### src/rtl/stream_minmax_tracker_pkg.sv
// Shared types and default sizing for the stream min/max tracker.
// Optional feature macro: EQ_HITS_EN (adds the eq_hits counter and port).
package minmax_pkg;

  typedef enum logic [1:0] {
    IDLE  = 2'd0,
    ACCUM = 2'd1,
    HOLD  = 2'd2
  } state_t;

  localparam int WIDTH_DEF = 4;
  localparam int CNT_W_DEF = 8;
  localparam int CNT_MAX   = 2**CNT_W_DEF - 1;

endpackage

### src/rtl/stream_minmax_tracker_if.sv
// Sample stream in, result beat out; master = producer/consumer side, slave = tracker.
// Optional feature macro: EQ_HITS_EN (adds eq_hits to the result group).
interface stream_minmax_tracker_if #(
  parameter int WIDTH = 4,
  parameter int CNT_W = 8
);

  logic             in_valid;
  logic             in_ready;
  logic [WIDTH-1:0] in_data;
  logic             in_last;
  logic             out_valid;
  logic             out_ready;
  logic [WIDTH-1:0] out_min;
  logic [WIDTH-1:0] out_max;
  logic [CNT_W-1:0] out_count;
`ifdef EQ_HITS_EN
  logic [CNT_W-1:0] eq_hits;
`endif

  modport master (
    output in_valid, in_data, in_last, out_ready,
`ifdef EQ_HITS_EN
    input  eq_hits,
`endif
    input  in_ready, out_valid, out_min, out_max, out_count
  );

  modport slave (
    input  in_valid, in_data, in_last, out_ready,
`ifdef EQ_HITS_EN
    output eq_hits,
`endif
    output in_ready, out_valid, out_min, out_max, out_count
  );

endinterface

### src/rtl/stream_minmax_tracker_mag_cmp_unit.sv
// Combinational unsigned magnitude compare of a against b; exactly one flag is high.
module mag_cmp_unit #(
  parameter int WIDTH = 4
) (
  input  logic [WIDTH-1:0] a,
  input  logic [WIDTH-1:0] b,
  output logic             lt,
  output logic             gt,
  output logic             eq
);

  assign lt = (a < b);
  assign gt = (a > b);
  assign eq = (a == b);

endmodule

### src/rtl/stream_minmax_tracker.sv
// Tracks running min/max/count of a sample stream and emits one result beat after in_last.
// Optional feature macro: EQ_HITS_EN (counts samples equal to the running max).
module stream_minmax_tracker
  import minmax_pkg::*;
#(
  parameter int WIDTH = WIDTH_DEF,
  parameter int CNT_W = CNT_W_DEF
) (
  input  logic                  clk,
  input  logic                  rst,
  stream_minmax_tracker_if.slave bus
);

  localparam logic [CNT_W-1:0] CNT_SAT = '1;
  localparam logic [CNT_W-1:0] CNT_ONE = CNT_W'(1);

  state_t           state;
  logic [WIDTH-1:0] min_q;
  logic [WIDTH-1:0] max_q;
  logic [CNT_W-1:0] cnt_q;
  logic             in_ready_q;
  logic             out_valid_q;

  logic accept;
  logic present;
  logic min_lt, min_gt, min_eq;
  logic max_lt, max_gt, max_eq;

  assign accept  = bus.in_valid & in_ready_q;
  assign present = out_valid_q & bus.out_ready;

  mag_cmp_unit #(.WIDTH(WIDTH)) u_cmp_min (
    .a  (bus.in_data),
    .b  (min_q),
    .lt (min_lt),
    .gt (min_gt),
    .eq (min_eq)
  );

  mag_cmp_unit #(.WIDTH(WIDTH)) u_cmp_max (
    .a  (bus.in_data),
    .b  (max_q),
    .lt (max_lt),
    .gt (max_gt),
    .eq (max_eq)
  );

  // Ties and the opposite-direction flags never change a register.
`ifdef EQ_HITS_EN
  logic cmp_flags_unused;
  assign cmp_flags_unused = &{min_gt, min_eq, max_lt, 1'b0};

  logic [CNT_W-1:0] eq_q;
  assign bus.eq_hits = eq_q;

  always_ff @(posedge clk) begin
    if (rst) begin
      eq_q <= '0;
    end else if (accept) begin
      if (state == IDLE) begin
        eq_q <= '0;
      end else if (max_eq && (eq_q != CNT_SAT)) begin
        eq_q <= eq_q + CNT_ONE;
      end
    end
  end
`else
  logic cmp_flags_unused;
  assign cmp_flags_unused = &{min_gt, min_eq, max_lt, max_eq, 1'b0};
`endif

  always_ff @(posedge clk) begin
    if (rst) begin
      state       <= IDLE;
      in_ready_q  <= 1'b1;
      out_valid_q <= 1'b0;
      min_q       <= '1;
      max_q       <= '0;
      cnt_q       <= '0;
    end else begin
      case (state)
        IDLE: begin
          if (accept) begin
            min_q <= bus.in_data;
            max_q <= bus.in_data;
            cnt_q <= CNT_ONE;
            if (bus.in_last) begin
              state       <= HOLD;
              in_ready_q  <= 1'b0;
              out_valid_q <= 1'b1;
            end else begin
              state <= ACCUM;
            end
          end
        end
        ACCUM: begin
          if (accept) begin
            if (min_lt) min_q <= bus.in_data;
            if (max_gt) max_q <= bus.in_data;
            if (cnt_q != CNT_SAT) cnt_q <= cnt_q + CNT_ONE;
            if (bus.in_last) begin
              state       <= HOLD;
              in_ready_q  <= 1'b0;
              out_valid_q <= 1'b1;
            end
          end
        end
        HOLD: begin
          // Upstream is stalled for the present cycle; it reopens on the following edge.
          if (present) begin
            state       <= IDLE;
            in_ready_q  <= 1'b1;
            out_valid_q <= 1'b0;
          end
        end
        default: begin
          state       <= IDLE;
          in_ready_q  <= 1'b1;
          out_valid_q <= 1'b0;
        end
      endcase
    end
  end

  assign bus.in_ready  = in_ready_q;
  assign bus.out_valid = out_valid_q;
  assign bus.out_min   = min_q;
  assign bus.out_max   = max_q;
  assign bus.out_count = cnt_q;

endmodule

### src/flat_wrapper.sv
// flat-port wrapper written by rule: the top's interface ports become plain ports
module stream_minmax_tracker_flat import minmax_pkg::*;
#(
  parameter int WIDTH = WIDTH_DEF,
  parameter int CNT_W = CNT_W_DEF
)
  (clk, rst, bus_in_valid, bus_in_data, bus_in_last, bus_out_ready, bus_in_ready, bus_out_valid, bus_out_min, bus_out_max, bus_out_count);
  stream_minmax_tracker_if #(.WIDTH(WIDTH), .CNT_W(CNT_W)) bus_i ();
  input  logic clk;
  input  logic rst;
  input wire logic [$bits(bus_i.in_valid)-1:0] bus_in_valid;
  input wire logic [$bits(bus_i.in_data)-1:0] bus_in_data;
  input wire logic [$bits(bus_i.in_last)-1:0] bus_in_last;
  input wire logic [$bits(bus_i.out_ready)-1:0] bus_out_ready;
  output wire logic [$bits(bus_i.in_ready)-1:0] bus_in_ready;
  output wire logic [$bits(bus_i.out_valid)-1:0] bus_out_valid;
  output wire logic [$bits(bus_i.out_min)-1:0] bus_out_min;
  output wire logic [$bits(bus_i.out_max)-1:0] bus_out_max;
  output wire logic [$bits(bus_i.out_count)-1:0] bus_out_count;
  assign bus_i.in_valid = bus_in_valid;
  assign bus_i.in_data = bus_in_data;
  assign bus_i.in_last = bus_in_last;
  assign bus_i.out_ready = bus_out_ready;
  assign bus_in_ready = bus_i.in_ready;
  assign bus_out_valid = bus_i.out_valid;
  assign bus_out_min = bus_i.out_min;
  assign bus_out_max = bus_i.out_max;
  assign bus_out_count = bus_i.out_count;
  stream_minmax_tracker #(.WIDTH(WIDTH), .CNT_W(CNT_W)) u_core (.clk(clk), .rst(rst), .bus(bus_i));
endmodule
### config.mk
export PLATFORM = sky130hd
export DESIGN_NAME = stream_minmax_tracker_flat
export DESIGN_NICKNAME = d
export VERILOG_FILES = /design/src/rtl/stream_minmax_tracker_pkg.sv /design/src/rtl/stream_minmax_tracker_if.sv /design/src/rtl/stream_minmax_tracker_mag_cmp_unit.sv /design/src/rtl/stream_minmax_tracker.sv /design/src/flat_wrapper.sv
export SDC_FILE = /design/constraint.sdc
export NUM_CORES = 1
export LEC_CHECK = 0
export BUFFER_PORTS_ARGS = -buffer_cell sky130_fd_sc_hd__buf_2
export CAP_MARGIN = 10
export CORE_UTILIZATION = 30
export CTS_BUF_LIST = sky130_fd_sc_hd__clkbuf_16
export CTS_CLUSTER_SIZE = 20
export DETAILED_ROUTE_END_ITERATION = 10
export GPL_ROUTABILITY_DRIVEN = 1
export GPL_TIMING_DRIVEN = 0
export MAX_ROUTING_LAYER = met4
export PLACE_DENSITY_LB_ADDON = 0.05
export SYNTH_ARGS = -nofsm -noshare
export SYNTH_HDL_FRONTEND = slang
export SYNTH_SLANG_ARGS = --single-unit
### constraint.sdc
create_clock -name clk -period 1.7 [get_ports clk]
set_clock_uncertainty 0.05 [all_clocks]
set_input_delay 0.255 -clock clk [delete_from_list [all_inputs] [get_ports clk]]
set_output_delay 0.255 -clock clk [all_outputs]
set_load 0.01 [all_outputs]
==> results.md, run 1 <==
- The placed instances occupy a cell area of 1338 um2.
- The combinational share of power is 0.246.
- The worst-skew pair later-pin latency is 250 ps.
- The worst-case setup slack after placement is -56.47 ps.
- The post-detailed-routing wire length is 2.680 mm.
- The first global-routing pass estimated 4.747 mm of wire.
- The biggest area contributor in the post-synthesis netlist is dfxtp_1.
- The minimum clock period after layout is 1668 ps.
- STA classifies the critical path startpoint as a flop.
- In the final layout, the share of cells above drive strength 1 is 0.2911.
- The TritonCTS clock tree is done.
- At the pin with the least slew margin, the transition time is 510.0 ps.
- The setup slack on the worst flop-to-flop path is 30 ps.
- By area the synthesized netlist is led by dfxtp_1 35%, ha_1 8.7%, mux2i_1 5.2%, a2111oi_4 4.8%, nand2_1 4.6%.
- The sum of routed wire segments on met1 is 1.251 mm.
- The number of antenna diodes in the final layout is 0.
- In this run the worst setup path begins at u_core.bus.out_max[1].
- The routed layout has 1,033 vias.
- The switching power summed over all nets is 0.0004029 W.
- The via count of the first global-routing pass is 1,027.
- The half-perimeter wire length after detailed placement is 2.022 mm.
- The share of synthesized area in the top cell type comes to 0.3490.
- Of the total synthesized cell area, the portion taken by XOR and XNOR cells is 0.01527.
- The kind of end point of the critical path is a flop.
- Clock tree synthesis selected as its root buffer the cell clkbuf_16.
- After detailed routing, the number of remaining DRC violations is 0.
- The global placer's final weighted congestion is 0.8082.
- In this run the worst path has a maximum fanout of 4.
- The share of total power consumed by net switching is 0.2912.
- The clock-pin slew reported for the worst setup and hold paths after clock tree synthesis is 60 ps.
- Setup violations remaining at the end of the flow were counted as 0.
- The die area is 4076 um2.
- The maximum root-to-sink buffer count is 2.
- In this run the mean area of a mapped cell was 8.894 um2.
- The main combinational cell family by area after synthesis is simple AND/OR/NAND/NOR gates.
- The share of total power dissipated in the clock network is 0.354.
- The complex-gate fraction of the synthesized area is 0.1974.
- The met2 routed wirelength is 1.299 mm.
- The share of total power in sequential cells is 0.400.
- The number of hold-repair buffers added at the cts stage is 0.
- Dividing the final minimum period by the clock period gives 0.9812.
- CTS built an H-tree with a depth of 1.
- The worst register-to-register path ends at u_core.bus.out_max[2].
- After floorplanning, the core was divided into 22 placement rows.
- The kind of critical path is flop to flop.
- Of the total synthesized cell area, the portion taken by full adders, half adders and majority gates is 0.08724.
- The uppermost signal routing layer after detailed routing is met4.
- The type of the tightest min-delay check is input port to flop.
- The most common cell after layout, fill and taps aside is buf_2.
- The worst pin sits at a relative slew slack of 0.6577.
- Across every metal layer, demand over resource in global routing totals 0.1553.
- The multiplexer share of the synthesized area is 0.05234.
- The areal power density over the cells is 948.5 nW/um2.
- Measured on the finished design, the core utilization comes to 0.3985.
- The pin count of the biggest net entering global routing is 12.
- In this run the cell area of the synthesized design comes to 1147 um2.
- The total overflow left after global routing is 0.
- The run finished with clean final reports.
- For this configuration, the core starts out at a cell density of 0.3134.
- The completed layout was analyzed and its total power is 0.001384 W.
- The count of cells along the worst register-to-register path is 6.
- The worst hold slack across all endpoints is 191.1 ps.
- In the final routed layout, each cell accounts on average for 13.01 um.
- The final worst slack is 31.90 ps.
- The wire length on met3 is 108 um.
- For this design the top-level I/O count stands at 27.
- The simple-gate share of the synthesized area is 0.2497.
- In this run, synthesis produced a sequential element count of 20.
- The area added between synthesis and finish is 27.15%.
- The most critical setup path has its endpoint at u_core.bus.out_max[2].
- The count of cell types in the netlist is 35.
- Setup repair after global routing could not meet its margin everywhere.
- The final layout contains 176 nets.
- For the worst setup path, the data required time is 1830 ps.
- The net count of the mapped netlist is 146.
- The port buffer count is 26.
- The synthesized netlist cell count is 129.
- The total clock buffers created by CTS is 3.
- The critical register-to-register path startpoint is u_core.bus.out_max[1].
- The total clock sinks is 20.
- The count of warnings emitted by yosys is 0.
- The internal cell power is 0.0009808 W.
- The detail route stage leaves a number of antenna-violating nets equal to 0.
- The initial antenna violation count is 0.
- The proportion of synthesized chip area in sequential cells is 0.3490.
- The final count of hold timing violations is 0.
- The peak supply drop is 0.4249 mV.
- The number of iterations in the first detailed-routing pass is 4.
- In this run the static leakage power is 0.6296 nW.
- The count of routing violations after the opening detailed-route iteration is 59.
- The horizontal die dimension is 63.84 um.
- The height of the die is 63.84 um.
- Max-cap violations in this run came to 0.
- The critical path data arrival time is 1800 ps.
- The maximum achievable frequency is 599.5 MHz.
- The placeable core region is 3661 um2.
- The finished cells cover 1459 um2.
- The count of pins over their slew limit is 0.
- Dividing the detail-routed via count by the number of cells gives 5.015.
- In the layout the commonest cells are 26 x buf_2, 17 x dfxtp_1, 14 x nand2_1, 11 x nor2_1.
-- repair_timing --
item | CTS | global route
setup buffers | 0 | 0
cloned | 0 | 0
gates resized for setup | 1 | 10
hold endpoints to repair | 0 | 0
setup endpoints to repair | 6 | 9
pin swaps | 1 | 5
-- critical path, cell delays in order (launching register included) --
cell and delay [ps]:
dfxtp_2 340, inv_2 50, ha_4 260, nor2b_4 120, o211ai_1 150, a211oi_4 420
mux2i_1 220
-- per-layer routing --
| layer | global-route usage | vias up |
|---|---|---|
| met5 | - | - |
| met4 | 0.04261 | 0 |
| met3 | 0.03929 | 2 |
| met2 | 0.2646 | 24 |
| met1 | 0.1797 | 484 |
| li1 | - | 523 |
-- logic make-up after synthesis --
kind of cell | after synthesis
AO/OA/AOI/OAI | 27
XOR/XNOR | 2
adder cells (fa/ha/maj) | 8
buffers and inverters | 13
flip-flops | 20
multiplexers | 6
AND/OR/NAND/NOR | 53
-- power groups by stage --
stage / Sequential, W / Clock (W) / Combinational, W
6_report: 0.000554 / 0.000489 / 0.000341
5_1_grt: 0.000561 / 0.000529 / 0.000384
2_1_floorplan: 0.000573 / 0 / 0.000203
3_3_place_gp: 0.000559 / 0 / 0.000311
3_5_place_dp: 0.000561 / 0 / 0.000320
4_1_cts: 0.000551 / 0.000513 / 0.000328
-- cell usage after synthesis --
| master | count |
|---|---|
| a2111oi_4 | 2 |
| a211oi_1 | 1 |
| a211oi_2 | 1 |
| a21o_1 | 1 |
| a21oi_1 | 8 |
| a311oi_1 | 1 |
| a31oi_1 | 2 |
| and3_1 | 1 |
| and3b_4 | 1 |
| and4_4 | 1 |
| buf_1 | 1 |
| buf_6 | 1 |
| clkbuf_1 | 1 |
| dfxtp_1 | 20 |
| ha_1 | 8 |
| inv_1 | 10 |
| mux2i_1 | 6 |
| nand2_1 | 14 |
| nand2b_1 | 1 |
| nand3_1 | 8 |
| nand3b_4 | 1 |
| nand4_1 | 5 |
| nor2_1 | 11 |
| nor2b_1 | 2 |
| nor3_1 | 2 |
| nor3b_1 | 2 |
| o2111a_1 | 1 |
| o211ai_1 | 1 |
| o21a_1 | 1 |
| o21ai_0 | 6 |
| o21ai_1 | 1 |
| o311a_4 | 1 |
| or3_1 | 3 |
| or3b_1 | 1 |
| xnor2_1 | 2 |
-- cell type report --
type                            instances  area [um2]
Fill cell                             391        2202
Multi-Input combinational cell         96       733.2
Sequential cell                        20       404.1
Timing Repair Buffer                   26       130.1
Clock buffer                            3       75.07
Tap cell                               48       60.06
Inverter                               10       37.54
Buffer                                  2       15.01
Clock inverter                          1       3.754
-- how the worst min path moves through the flow --
stage / from / end / depth (start not counted)
finish: rst / u_core.state[1] / 2
global route: rst / u_core.bus.out_count[1] / 2
CTS: rst / u_core.state[1] / 2
detailed placement: u_core.bus.out_max[3] / u_core.bus.out_max[3] / 2
global placement: u_core.bus.out_max[3] / u_core.bus.out_max[3] / 2
floorplan: rst / u_core.bus.out_count[1] / 1
-- through the flow --
| step | instances | setup TNS [ps] |
|---|---|---|
| 4_1_cts | 206 | 0 |
| 5_1_grt | 206 | -201.0 |
| 3_3_place_gp | 203 | -14.30 |
| 6_report | 206 | 0 |
| 3_5_place_dp | 203 | -301.9 |
| 2_1_floorplan | 129 | 0 |
-- flip-flops by register name (all words and copies together) (netlist names) --
| signal | flops |
|---|---|
| u_core.state | 2 |
| u_core.bus.out_valid | 1 |
| u_core.bus.out_max | 4 |
| u_core.bus.out_min | 4 |
| u_core.bus.out_count | 8 |
| u_core.bus.in_ready | 1 |
(Power assumes the default switching activity.)
==> run 2: changes to the inputs <==
--- a/config.mk
+++ b/config.mk
@@ -8,7 +8,7 @@
 export BUFFER_PORTS_ARGS = -buffer_cell sky130_fd_sc_hd__buf_2
 export CAP_MARGIN = 10
 export CORE_UTILIZATION = 30
-export CTS_BUF_LIST = sky130_fd_sc_hd__clkbuf_16
+export CTS_BUF_LIST = sky130_fd_sc_hd__clkbuf_8
 export CTS_CLUSTER_SIZE = 20
 export DETAILED_ROUTE_END_ITERATION = 10
 export GPL_ROUTABILITY_DRIVEN = 1
==> run 2 against run 1 <==
Net effect:
- utilization is 0.31 points lower
- routed wire length is 2.0% higher
- clock-buffer cell count is 1 higher
- setup slack worse by 3.1 ps
- cell count is 0.49% higher
- global-route usage stayed put
- register-to-register slack hardly changed
- highest routed layer unchanged
==> results.md, run 2 (same netlist as run 1, synthesis figures left out) <==
- The maximum root-to-sink buffer count was 2 (unchanged).
- The areal power density over the cells was 882.3 nW/um2 (-7.0%).
- The worst-margin pin slew is 462.4 ps (-47.62 ps).
- The half-perimeter wire length after detailed placement is 2.022 mm (unchanged).
- Setup repair after global routing could not meet its margin everywhere.
- The root buffer selected by CTS is clkbuf_8.
- The number of flip-flops under the largest register name is 8 (unchanged).
- The initial antenna violation count is 0 (unchanged).
- The internal cell power is 0.0008798 W (-10%).
- The area added between synthesis and finish is 26.17%.
- The critical-path cell with the highest stage delay is a211oi_4.
- The worst min-delay path endpoint is u_core.state[1].
- The share of total power in sequential cells was 0.434 (+0.034).
- The worst register-to-register path ends at u_core.bus.out_max[2].
- The port buffer count is 26 (unchanged).
- The total clock buffers created by CTS came to 3 (unchanged).
- The library cells used most frequently in the layout, excluding fill and tap cells, are 26 x buf_2, 16 x dfxtp_1, 14 x nand2_1, 11 x nor2_1.
- The first-pass GRT wire length came to 4.761 mm (+0.29%).
- The die area was 4076 um2 (unchanged).
- TritonCTS built the clock tree.
- The number of top-level pins is 27 (unchanged).
- STA classifies the critical path endpoint as a flop.
- The count of cells along the worst register-to-register path is 6 (unchanged).
- The setup slack on the worst flop-to-flop path was 30 ps (about the same).
- The global placer's final weighted congestion came to 0.8082 (unchanged).
- The count of endpoints failing setup in the final report is 0 (unchanged).
- The number of vias per cell after detailed routing is 5.014 (about the same).
- The final count of hold timing violations is 0 (unchanged).
- The final worst slack is 28.78 ps (-3.117 ps).
- In this run the worst setup path begins at u_core.bus.out_max[1].
- The count of routing violations after the opening detailed-route iteration is 27 (-54%).
- The number of fill cells in the layout is 396 (+1.3%).
- The number of nets in the layout is 177 (+0.57%).
- The placeable core region is 3661 um2 (unchanged).
- Leaving out fill and tap cells, the most frequent cell in the layout is buf_2.
- The maximum fanout count along the critical path was 4 (unchanged).
- The horizontal die dimension is 63.84 um (unchanged).
- The multi-input gate area in the final layout is 737.0 um2 (+0.51%).
- The area of all sequential standard cells is 405.4 um2 (+0.31%).
- The required time reported for the critical path endpoint is 1850 ps (+20 ps).
- The post-detailed-routing wire length was 2.733 mm (+2.0%).
- The overall fraction of global-route tracks in use is 0.1553 (unchanged).
- The kind of critical path is flop to flop.
- The startpoint type of the worst setup path is a flop.
- The switching power summed over all nets is 0.0003974 W (-1.4%).
- The number of stages on the worst hold path is 2 (unchanged).
- The placement row count is 22 (unchanged).
- The leakage power summed over all cells is 0.6257 nW (-0.62%).
- The final cell utilization of the core came to 0.3954 (-0.003076).
- The critical register-to-register path startpoint is u_core.bus.out_max[1].
- The flow ran to the end, and the final reports show no timing, DRC or antenna violations.
- The clock network fraction of total power came to 0.293 (-0.061).
- The share of total power consumed by net switching was 0.3112 (+0.02001).
- The worst-skew pair later-pin latency is 260 ps (about the same).
- The peak supply drop was 0.3728 mV (-12%).
- The worst max-slew margin expressed relative to the limit is 0.6899 (+0.03217).
- The aggregate global routing overflow came to 0 (unchanged).
- The count of pins over their slew limit is 0 (unchanged).
- The hold path startpoint is rst.
- The total clock sinks is 20 (unchanged).
- The stage delay of the slowest cell on the critical path was 420 ps (about the same).
- The total via count in the routed design is 1,038 (+0.48%).
- The ratio of final minimum period to clock period is 0.9831 (+0.001833).
- The count of antenna-violating nets left after detailed routing is 0 (unchanged).
- The routed wire length per instance was 13.20 um (+1.5%).
- The pin count of the biggest net entering global routing is 12 (unchanged).
- The clock-pin slew reported for the worst setup and hold paths after clock tree synthesis is 80 ps (+20 ps).
- The starting density of the core is 0.3134 (unchanged).
- The post-route DRC violation count is 0 (unchanged).
- The height of the die is 63.84 um (unchanged).
- The maximum achievable frequency came to 598.4 MHz (-0.19%).
- The worst-case setup slack after placement came to -56.47 ps (unchanged).
- The number of diodes added for antenna fixing is 0 (unchanged).
- The number of iterations in the first detailed-routing pass is 4 (unchanged).
- The minimum clock period after layout is 1671 ps (+3.117 ps).
- The H-tree level count is 1 (unchanged).
- The critical path goes through inv_2 > ha_4 > nor2b_4 > o211ai_1 > a211oi_4 > mux2i_1.
- The critical path data arrival time is 1820 ps (+20 ps).
- The combinational share of power is 0.274 (+0.028).
- The number of max-cap violations is 0 (unchanged).
- The via count of the first global-routing pass is 1,029 (+0.19%).
- The fraction of final layout cells with drive strength greater than 1 came to 0.3145 (+0.02333).
- The worst hold path belongs to the class input port to flop.
==> run 2: final cells by class <==
class | count | area share
Clock buffer | 4 | 0.03803
Sequential cell | 20 | 0.2800
Buffer | 2 | 0.01037
Tap cell | 48 | 0.04149
Multi-Input combinational cell | 96 | 0.5091
Timing Repair Buffer | 27 | 0.09507
Inverter | 10 | 0.02593
==> run 2: power by group through the flow <==
stage	combinational (W)	clock [W]	sequential, W
after floorplan	0.000203	0	0.000573
after global placement	0.000311	0	0.000559
after detailed placement	0.000320	0	0.000561
after CTS	0.000328	0.000385	0.000550
after global routing	0.000393	0.000407	0.000562
final	0.000350	0.000374	0.000554
==> run 2: worst max-delay path by stage <==
stage	end	slack, ps	depth (start not counted)
global placement	u_core.bus.out_min[0]	-10	6
detailed placement	u_core.bus.out_max[3]	-60	6
finish	u_core.bus.out_max[2]	30	6
global route	u_core.bus.out_max[3]	-70	6
CTS	u_core.bus.out_max[2]	-0.7	6
floorplan	u_core.bus.out_min[0]	9	6
==> run 2: routing by layer <==
| layer | wire (um) | up-vias | part of all wire | GRT usage |
|---|---|---|---|---|
| li1 | - | 526 | - | - |
| met1 | 1280 | 489 | 0.47 | 0.1786 |
| met2 | 1349 | 21 | 0.49 | 0.2660 |
| met3 | 82 | 2 | 0.030 | 0.03929 |
| met4 | 21 | 0 | 0.0077 | 0.04261 |
| met5 | 0 | - | 0 | - |
==> run 2: through the flow <==
step	power, W	hold WS, ps	cell area, um2	setup TNS [ps]	cells
2_1_floorplan	0.0007754	274.1	1147	0	129
3_3_place_gp	0.0008694	401.6	1338	-14.30	203
3_5_place_dp	0.0008811	417.8	1338	-301.9	203
4_1_cts	0.001263	177.9	1396	-0.7371	206
5_1_grt	0.001361	192.7	1448	-234.7	207
6_report	0.001277	182.9	1448	0	207
==> run 2: timing repair <==
action | 4_1_cts | 5_1_grt
endpoints found under the hold margin | 0 | 0
setup endpoints to repair | 8 | 10
pin swaps | 1 | 6
hold buffers | 0 | 0
buffers inserted | 0 | 1
resized for setup | 1 | 12
==> run 2: worst max-delay path: cells and delay by family (launching register included) <==
family	cells	cell delay, ps
flops	1	350
buf+inv	1	50
mux	1	220
simple gates	1	120
fa+ha+maj	1	260
compound gates	2	570
